--- src/rtl/io_in_pkg.sv ---
// Shared sizing constants for the I/O input conditioning stage.
// Build with IO_IN_DEBOUNCE_EN defined to enable the stability counters.
package io_in_pkg;
    localparam int PORT_W         = 4;
    localparam int NUM_PORTS      = 2;
    localparam int DEF_STABLE_CNT = 50000;

    typedef logic [PORT_W-1:0] port_t;
endpackage

--- src/rtl/io_in_filter_bit.sv ---
// io_bit_debounce: one input bit -- two-flop synchronizer plus stability filter.
// IO_IN_DEBOUNCE_EN selects counter-based filtering; otherwise d follows s2 directly.
module io_bit_debounce
    import io_in_pkg::*;
#(
    parameter int STABLE_CNT = DEF_STABLE_CNT
) (
    input  logic clock,
    input  logic resetn,
    input  logic raw,
    output logic filt,
    output logic changed
);
    logic s1, s2, d;

    always_ff @(posedge clock or negedge resetn) begin
        if (!resetn) begin
            s1 <= 1'b0;
            s2 <= 1'b0;
        end else begin
            s1 <= raw;
            s2 <= s1;
        end
    end

`ifdef IO_IN_DEBOUNCE_EN
    localparam int CW = $clog2(STABLE_CNT + 1);
    localparam logic [CW-1:0] C_LAST = CW'(STABLE_CNT - 1);

    logic [CW-1:0] c;
    logic          upd;

    // changed is the update condition itself, so the sticky flag lands on the same edge as d
    assign upd     = (s2 != d) && (c == C_LAST);
    assign changed = upd;

    always_ff @(posedge clock or negedge resetn) begin
        if (!resetn) begin
            d <= 1'b0;
            c <= '0;
        end else if (s2 == d) begin
            c <= '0;
        end else if (c == C_LAST) begin
            d <= s2;
            c <= '0;
        end else begin
            c <= c + CW'(1);
        end
    end
`else
    assign changed = (s2 != d);

    always_ff @(posedge clock or negedge resetn) begin
        if (!resetn) d <= 1'b0;
        else         d <= s2;
    end
`endif

    assign filt = d;
endmodule

--- src/rtl/io_in_filter.sv ---
// io_in_filter: synchronizes and debounces two 4-bit switch ports feeding the memory stage.
// Debounce counters exist only when IO_IN_DEBOUNCE_EN is defined.
module io_in_filter
    import io_in_pkg::*;
#(
    parameter int STABLE_CNT = DEF_STABLE_CNT
) (
    input  logic                 clock,
    input  logic                 resetn,
    input  logic [PORT_W-1:0]    raw_port1,
    input  logic [PORT_W-1:0]    raw_port2,
    input  logic [NUM_PORTS-1:0] chg_clr,
    output logic [PORT_W-1:0]    input_port1,
    output logic [PORT_W-1:0]    input_port2,
    output logic [NUM_PORTS-1:0] chg
);
    logic [NUM_PORTS-1:0][PORT_W-1:0] raw, filt, changed;
    logic [NUM_PORTS-1:0]             chg_set;

    assign raw = {raw_port2, raw_port1};

    for (genvar p = 0; p < NUM_PORTS; p++) begin : g_port
        for (genvar b = 0; b < PORT_W; b++) begin : g_bit
            io_bit_debounce #(.STABLE_CNT(STABLE_CNT)) u_bit (
                .clock   (clock),
                .resetn  (resetn),
                .raw     (raw[p][b]),
                .filt    (filt[p][b]),
                .changed (changed[p][b])
            );
        end
        assign chg_set[p] = |changed[p];
    end

    // set wins over a coincident clear
    always_ff @(posedge clock or negedge resetn) begin
        if (!resetn) chg <= '0;
        else         chg <= chg_set | (chg & ~chg_clr);
    end

    assign input_port1 = filt[0];
    assign input_port2 = filt[1];
endmodule

--- config.mk ---
export PLATFORM = sky130hd
export DESIGN_NAME = io_in_filter
export DESIGN_NICKNAME = d
export VERILOG_FILES = /design/src/rtl/io_in_pkg.sv /design/src/rtl/io_in_filter_bit.sv /design/src/rtl/io_in_filter.sv
export SDC_FILE = /design/constraint.sdc
export NUM_CORES = 1
export LEC_CHECK = 0
export CORE_MARGIN = 8
export CORE_UTILIZATION = 39
export CTS_CLUSTER_SIZE = 12
export DETAILED_ROUTE_END_ITERATION = 12
export GPL_TIMING_DRIVEN = 0
export PLACE_DENSITY = 0.71
export SYNTH_ARGS = -nofsm -noshare
export SYNTH_HDL_FRONTEND = slang
export SYNTH_SLANG_ARGS = --single-unit
export TNS_END_PERCENT = 20
--- constraint.sdc ---
create_clock -name clock -period 1.1 [get_ports clock]
set_input_delay 0.22 -clock clock [delete_from_list [all_inputs] [get_ports clock]]
set_output_delay 0.22 -clock clock [all_outputs]
set_load 0.005 [all_outputs]
==> flow_metrics.py, run 1 <==
metrics = {
    "status": {
        "status": "complete, but fails checks",
        "violations": "setup timing",
    },
    "final_layout": {
        "antenna_cells": 0,
        "area_growth_pct": 37.4,
        "fin_nets": 90,
        "finish.utilization_pct": 57.0,
        "n_fill_cell": 160,
        "drive_above_1_share_pct": 36.4,
        "finalInstanceArea_sq_mm": 0.00112,
    },
    "sta": {
        "fin_crit_sh_pct": 106,
        "finalClockSkew_ns": 0.00582,
        "rsz0062_at_grt": "true",
        "min_period_ns": 1.16,
        "max_freq_mhz": 860,
        "finalSetupViolations": 3,
        "timing.final.hold_violations": 0,
        "tightest_slew_ns": 1.06,
        "postLayoutSetupSlackWorst_ns": -0.0631,
        "drv_slew": 0,
        "fin_setup_tns_ns": -0.180,
        "max_slew_margin_pct": 29.1,
    },
    "setup_path": {
        "path_delay_family": "flip-flops",
        "slowest_delay_ns": 0.42,
        "r2r-end": "chg[1]",
        "path_max_fanout": 2,
        "worst-path-buf-inv": 2,
        "crit_chain": "buf_6, buf_6",
        "slowest_stage": "dfrtp_1",
        "arrival_ns": 0.94,
        "r2r_setup_slack_ns": 0.01,
        "cp-end-kind": "output pin",
        "critPathMostFrequentCell": "buf_6",
        "reg2reg_from": "g_port[1].g_bit[0].u_bit.filt",
        "r2r_cells": 4,
        "cp.required_ns": 0.88,
        "start_kind": "flop",
        "critPathKind": "reg2out",
    },
    "synthesis": {
        "synth_area_sq_um": 813,
        "postSynthCellCount": 48,
        "ys_ff_latch": 26,
        "synth_nets": 60,
        "synth_edf_count": 0,
        "synthFlopType": "dfrtp_1",
        "synth-async-reset-ratio_pct": 100,
        "ys_top_cells_by_count": "dfrtp_1 (26), buf_4 (8), xnor2_1 (6)",
        "avgSynthCellArea_sq_um": 16.9,
        "synth_top_area_share_pct": 80.0,
        "synth.most_common_cell": "dfrtp_1",
        "synth-seq-area-share_pct": 80.0,
        "yosys_warnings": 0,
        "ys_types": 7,
        "synth_area_leaders": "dfrtp_1 (80%), buf_4 (7.4%), xnor2_1 (6.5%)",
        "synth_area_leader_cell": "dfrtp_1",
    },
    "clocking": {
        "path_clk_slew_ns": 0.12,
        "cts_max_level": 1,
        "cts_buffer_depth": 2,
        "worstSkewPairLatency_ns": 0.30,
        "clock-sinks": 26,
        "cts_root_buf": "clkbuf_4",
        "cts_hold_buf": 0,
        "numCtsBuffers": 3,
        "cts_tree": "yes",
    },
    "power": {
        "p_total_mw": 1.63,
        "ir_worst_vdd_v": 0.000678,
        "pwr_density_cell_mw_per_mm2": 1460,
        "leakage_nw": 0.499,
    },
    "route": {
        "viasPerCell": 4.12,
        "drtIter0Drc": 4,
        "drtAntennaViolNets": 0,
        "vias": 428,
        "drcViolationCount": 0,
        "wl_per_cell_um": 13.2,
        "wl_mm": 1.37,
        "first_pass_iters": 2,
    },
    "placement": {
        "placed_area_sq_mm": 0.00106,
        "gp_congestion": 0.659,
        "pre_cts_ws_ns": -0.452,
        "dpl.hpwl_um": 982,
        "portBuffers": 21,
    },
    "global_route": {
        "overflow": 0,
        "grt_pass1_wl_mm": 2.39,
        "grt_max_degree": 27,
        "antenna_found_initial": 0,
        "grt_pass1_vias": 524,
        "grt.total_usage_pct": 8.94,
    },
    "die": {
        "die_area_sq_mm": 0.00380,
        "design.core.area_sq_mm": 0.00196,
        "fp.dieH_um": 61.7,
        "io_pins": 22,
        "die_w_um": 61.7,
        "initial_utilization_pct": 41.5,
        "fp-row-count": 16,
    },
    "hold_path": {
        "min_path_type": "in2async",
    },
    "job": {
        "drv_cap": 0,
    },
}
[layout by cell type (no fill, tap or decap), drive strengths merged]
cell,Yosys,final
dfrtp,26,26
buf,8,20
clkdlybuf4s50,0,10
xnor2,6,6
clkbuf,0,6
clkinvlp,2,2
xor2,2,2
a21oi,2,2
nand4,2,2
dlygate4sd2,0,1
[worst reg2reg max path, stage by stage, from the launching register on]
cell and delay [ns]:
dfrtp_1 0.42, buf_4 0.14, xor2_1 0.14, a21oi_1 0.15, nand4_1 0.12
[cell type report]
cell class | instances | area (sq um) | share of cell area (%)
Sequential cell | 26 | 651 | 58.2
Timing Repair Buffer | 30 | 264 | 23.6
Multi-Input combinational cell | 12 | 92.6 | 8.29
Clock buffer | 4 | 36.3 | 3.25
Tap cell | 27 | 33.8 | 3.02
Buffer | 3 | 30.0 | 2.69
Inverter | 2 | 10.0 | 0.896
[per-layer routing]
layer  up-vias  track usage, %  wire, um
li1        199               -         -
met1       211            9.65       485
met2        16            15.2       742
met3         2            2.09       113
met4         0            5.84        29
met5         -               0         0
[flip-flops by register name, indices dropped and copies added, names as in the netlist]
register,cells
g_port.g_bit.u_bit.s1,8
chg,2
g_port.g_bit.u_bit.s2,8
g_port.g_bit.u_bit.filt,8
[cells by family after synthesis]
logic type	share of synthesized area, %
AOI/OAI and AO/OA	1.23
xor gates and xnor gates	8.62
buffers and inverters	8.62
DFF	80.0
and+or+nand+nor	1.54
[timing repair]
action | in CTS | in global routing
endpoints found under the setup margin | 36 | 10
gates resized for setup | 45 | 2
cloned | 0 | 0
endpoints found under the hold margin | 0 | 0
setup buffers | 9 | 0
pin swaps | 2 | 0
[metrics by stage]
step           instances  hold WS [ns]
3_5_place_dp          96         0.335
4_1_cts              105         0.238
6_report             104         0.215
2_1_floorplan         48       -0.0756
5_1_grt              104         0.305
3_3_place_gp          96         0.331
[worst max-delay path by stage]
| stage | from | endpoint | slack [ns] | depth (start not counted) |
|---|---|---|---|---|
| 6_report | g_port[0].g_bit[0].u_bit.filt | input_port1[0] | -0.06 | 2 |
| 5_1_grt | g_port[0].g_bit[0].u_bit.filt | input_port1[0] | -0.12 | 2 |
| 4_1_cts | g_port[1].g_bit[3].u_bit.filt | input_port2[3] | -0.1 | 2 |
| 3_5_place_dp | resetn | g_port[1].g_bit[1].u_bit.s1 | -0.45 | 1 |
| 3_3_place_gp | resetn | g_port[1].g_bit[2].u_bit.s1 | -0.41 | 1 |
| 2_1_floorplan | g_port[0].g_bit[0].u_bit.filt | chg[0] | 0.26 | 3 |
[report_power, final]
group	internal (mW)	switching [mW]
Combinational	0.104	0.0550
Clock	0.202	0.239
Sequential	1.00	0.0255
Total	1.31	0.320
Power figures use the tool's default switching activity.
==> inputs of run 2 (changes only) <==
--- a/config.mk
+++ b/config.mk
@@ -5,7 +5,7 @@
 export SDC_FILE = /design/constraint.sdc
 export NUM_CORES = 1
 export LEC_CHECK = 0
-export CORE_MARGIN = 8
+export CORE_MARGIN = 1.5
 export CORE_UTILIZATION = 39
 export CTS_CLUSTER_SIZE = 12
 export DETAILED_ROUTE_END_ITERATION = 12
==> run 2 against run 1 <==
  * Flip-flop and latch count is the same
  * Final area shrank 1.1%
  * Worst hold slack lost 0.0092 ns
  * Largest cell class unchanged
  * The run still ends with setup timing left
  * Highest routed layer unchanged
  * Non-clock buffer count shrank 2
  * Sequential power is essentially flat
  * Power shrank 0.24%
  * Core utilization shrank 0.64 points
  * Global-route usage grew 1.9 points
  * Worst setup slack gained 0.013 ns
  * First-iteration DRC count shrank 50%
  * Largest power group unchanged
==> flow_metrics.py, run 2 (same netlist as run 1, synthesis figures left out) <==
metrics = {
    "sta": {
        "rsz0062_at_grt": "true",
        "fin_crit_sh_pct": 105,
        "max_slew_margin_pct": 29.7,
        "whs_ns": 0.205,
        "finalSetupViolations": 1,
        "tightest_slew_ns": 1.06,
        "drv_slew": 0,
        "max_freq_mhz": 870,
        "fin_setup_tns_ns": -0.0499,
        "min_period_ns": 1.15,
        "postLayoutSetupSlackWorst_ns": -0.0499,
        "timing.final.hold_violations": 0,
        "finalClockSkew_ns": 0.00730,
    },
    "setup_path": {
        "r2r_cells": 4,
        "slowest_delay_ns": 0.41,
        "critPathKind": "reg2out",
        "worst-path-buf-inv": 2,
        "r2r_setup_slack_ns": 0.06,
        "slowest_stage": "dfrtp_1",
        "start_kind": "flop",
        "arrival_ns": 0.93,
        "crit_start": "g_port[0].g_bit[0].u_bit.filt",
        "crit_chain": "buf_6, buf_6",
        "cp.required_ns": 0.88,
        "critPathMostFrequentCell": "buf_6",
        "cp-end-kind": "output pin",
        "path_delay_family": "flip-flops",
        "path_max_fanout": 2,
        "reg2reg_from": "g_port[0].g_bit[0].u_bit.filt",
        "r2r-end": "chg[0]",
    },
    "final_layout": {
        "drive_above_1_share_pct": 34.7,
        "antenna_cells": 0,
        "final_common_cell": "dfrtp_1",
        "area_growth_pct": 35.8,
        "n_fill_cell": 174,
        "finalInstanceArea_sq_mm": 0.00110,
        "fin_nets": 88,
        "final_cell_mix": "dfrtp_1 (26), clkdlybuf4s50_1 (10), buf_4 (9), buf_6 (8), xnor2_1 (6)",
        "multiInputGateArea_sq_um": 92.6,
        "seqCellArea_sq_um": 651,
    },
    "status": {
        "violations": "setup timing",
        "status": "complete, but fails checks",
    },
    "global_route": {
        "grt.total_usage_pct": 10.8,
        "overflow": 0,
        "grt_pass1_wl_mm": 1.81,
        "antenna_found_initial": 0,
        "grt_pass1_vias": 420,
        "grt_max_degree": 27,
    },
    "hold_path": {
        "min_path_type": "in2async",
    },
    "route": {
        "drtIter0Drc": 2,
        "viasPerCell": 4.03,
        "first_pass_iters": 4,
        "drcViolationCount": 0,
        "wl_per_cell_um": 10.5,
        "wl_mm": 1.07,
        "vias": 411,
        "drtAntennaViolNets": 0,
    },
    "power": {
        "p_total_mw": 1.62,
        "pwr_density_cell_mw_per_mm2": 1470,
        "leakage_nw": 0.490,
        "ir_worst_vdd_v": 0.000673,
    },
    "clocking": {
        "path_clk_slew_ns": 0.13,
        "cts_root_buf": "clkbuf_4",
        "cts_max_level": 1,
        "cts_hold_buf": 0,
        "numCtsBuffers": 3,
        "cts_buffer_depth": 2,
        "cts_tree": "yes",
        "worstSkewPairLatency_ns": 0.30,
        "clock-sinks": 26,
    },
    "job": {
        "drv_cap": 0,
    },
    "placement": {
        "dpl.hpwl_um": 721,
        "portBuffers": 21,
        "placed_area_sq_mm": 0.00106,
        "gp_congestion": 0.651,
        "pre_cts_ws_ns": -0.480,
    },
    "die": {
        "fp-row-count": 16,
        "initial_utilization_pct": 41.5,
        "die_w_um": 48.7,
        "design.core.area_sq_mm": 0.00196,
        "io_pins": 22,
        "fp.dieH_um": 48.7,
        "die_area_sq_mm": 0.00237,
    },
}
## run 2: changes by cell type in the layout (fill, tap and decap cells not counted)
cell / delta
buf_2: -1
buf_4: -1
## run 2: where the power goes
group / internal (mW) / switching [mW] / total [mW]
clock: 0.202 / 0.245 / 0.447
sequential: 1.00 / 0.0245 / 1.03
combinational: 0.100 / 0.0499 / 0.150
## run 2: layer usage
metal  routed length, um  global-route usage [%]  up-vias
met2                 518                    16.4       16
met1                 469                    12.3      195
met5                   0                       0        -
li1                    -                       -      198
met4                  22                    10.0        0
met3                  63                    3.09        2
## run 2: final cells by class
| type | count | area share [%] |
|---|---|---|
| Multi-Input combinational cell | 12 | 8.38 |
| Inverter | 2 | 0.906 |
| Clock buffer | 4 | 3.28 |
| Sequential cell | 26 | 58.9 |
| Timing Repair Buffer | 30 | 24.5 |
| Buffer | 1 | 1.02 |
| Tap cell | 27 | 3.06 |
## run 2: how the worst max path moves through the flow
| stage | to | slack [ns] | cells after the start |
|---|---|---|---|
| final | input_port1[0] | -0.05 | 2 |
| after global routing | input_port1[0] | -0.11 | 2 |
| after CTS | input_port1[0] | -0.09 | 2 |
| after detailed placement | g_port[1].g_bit[3].u_bit.s1 | -0.48 | 1 |
| after global placement | g_port[1].g_bit[2].u_bit.s1 | -0.42 | 1 |
| after floorplan | chg[0] | 0.26 | 3 |
## run 2: timing repair
item / in CTS / in global routing
pin swaps: 0 / 1
buffers inserted: 9 / 0
resized for setup: 42 / 5
endpoints found under the setup margin: 36 / 10
## run 2: metrics by stage
step           util (%)  instances
2_1_floorplan         -         48
3_3_place_gp       53.9         96
3_5_place_dp       53.9         96
4_1_cts            56.4        103
5_1_grt            56.3        102
6_report           56.3        102
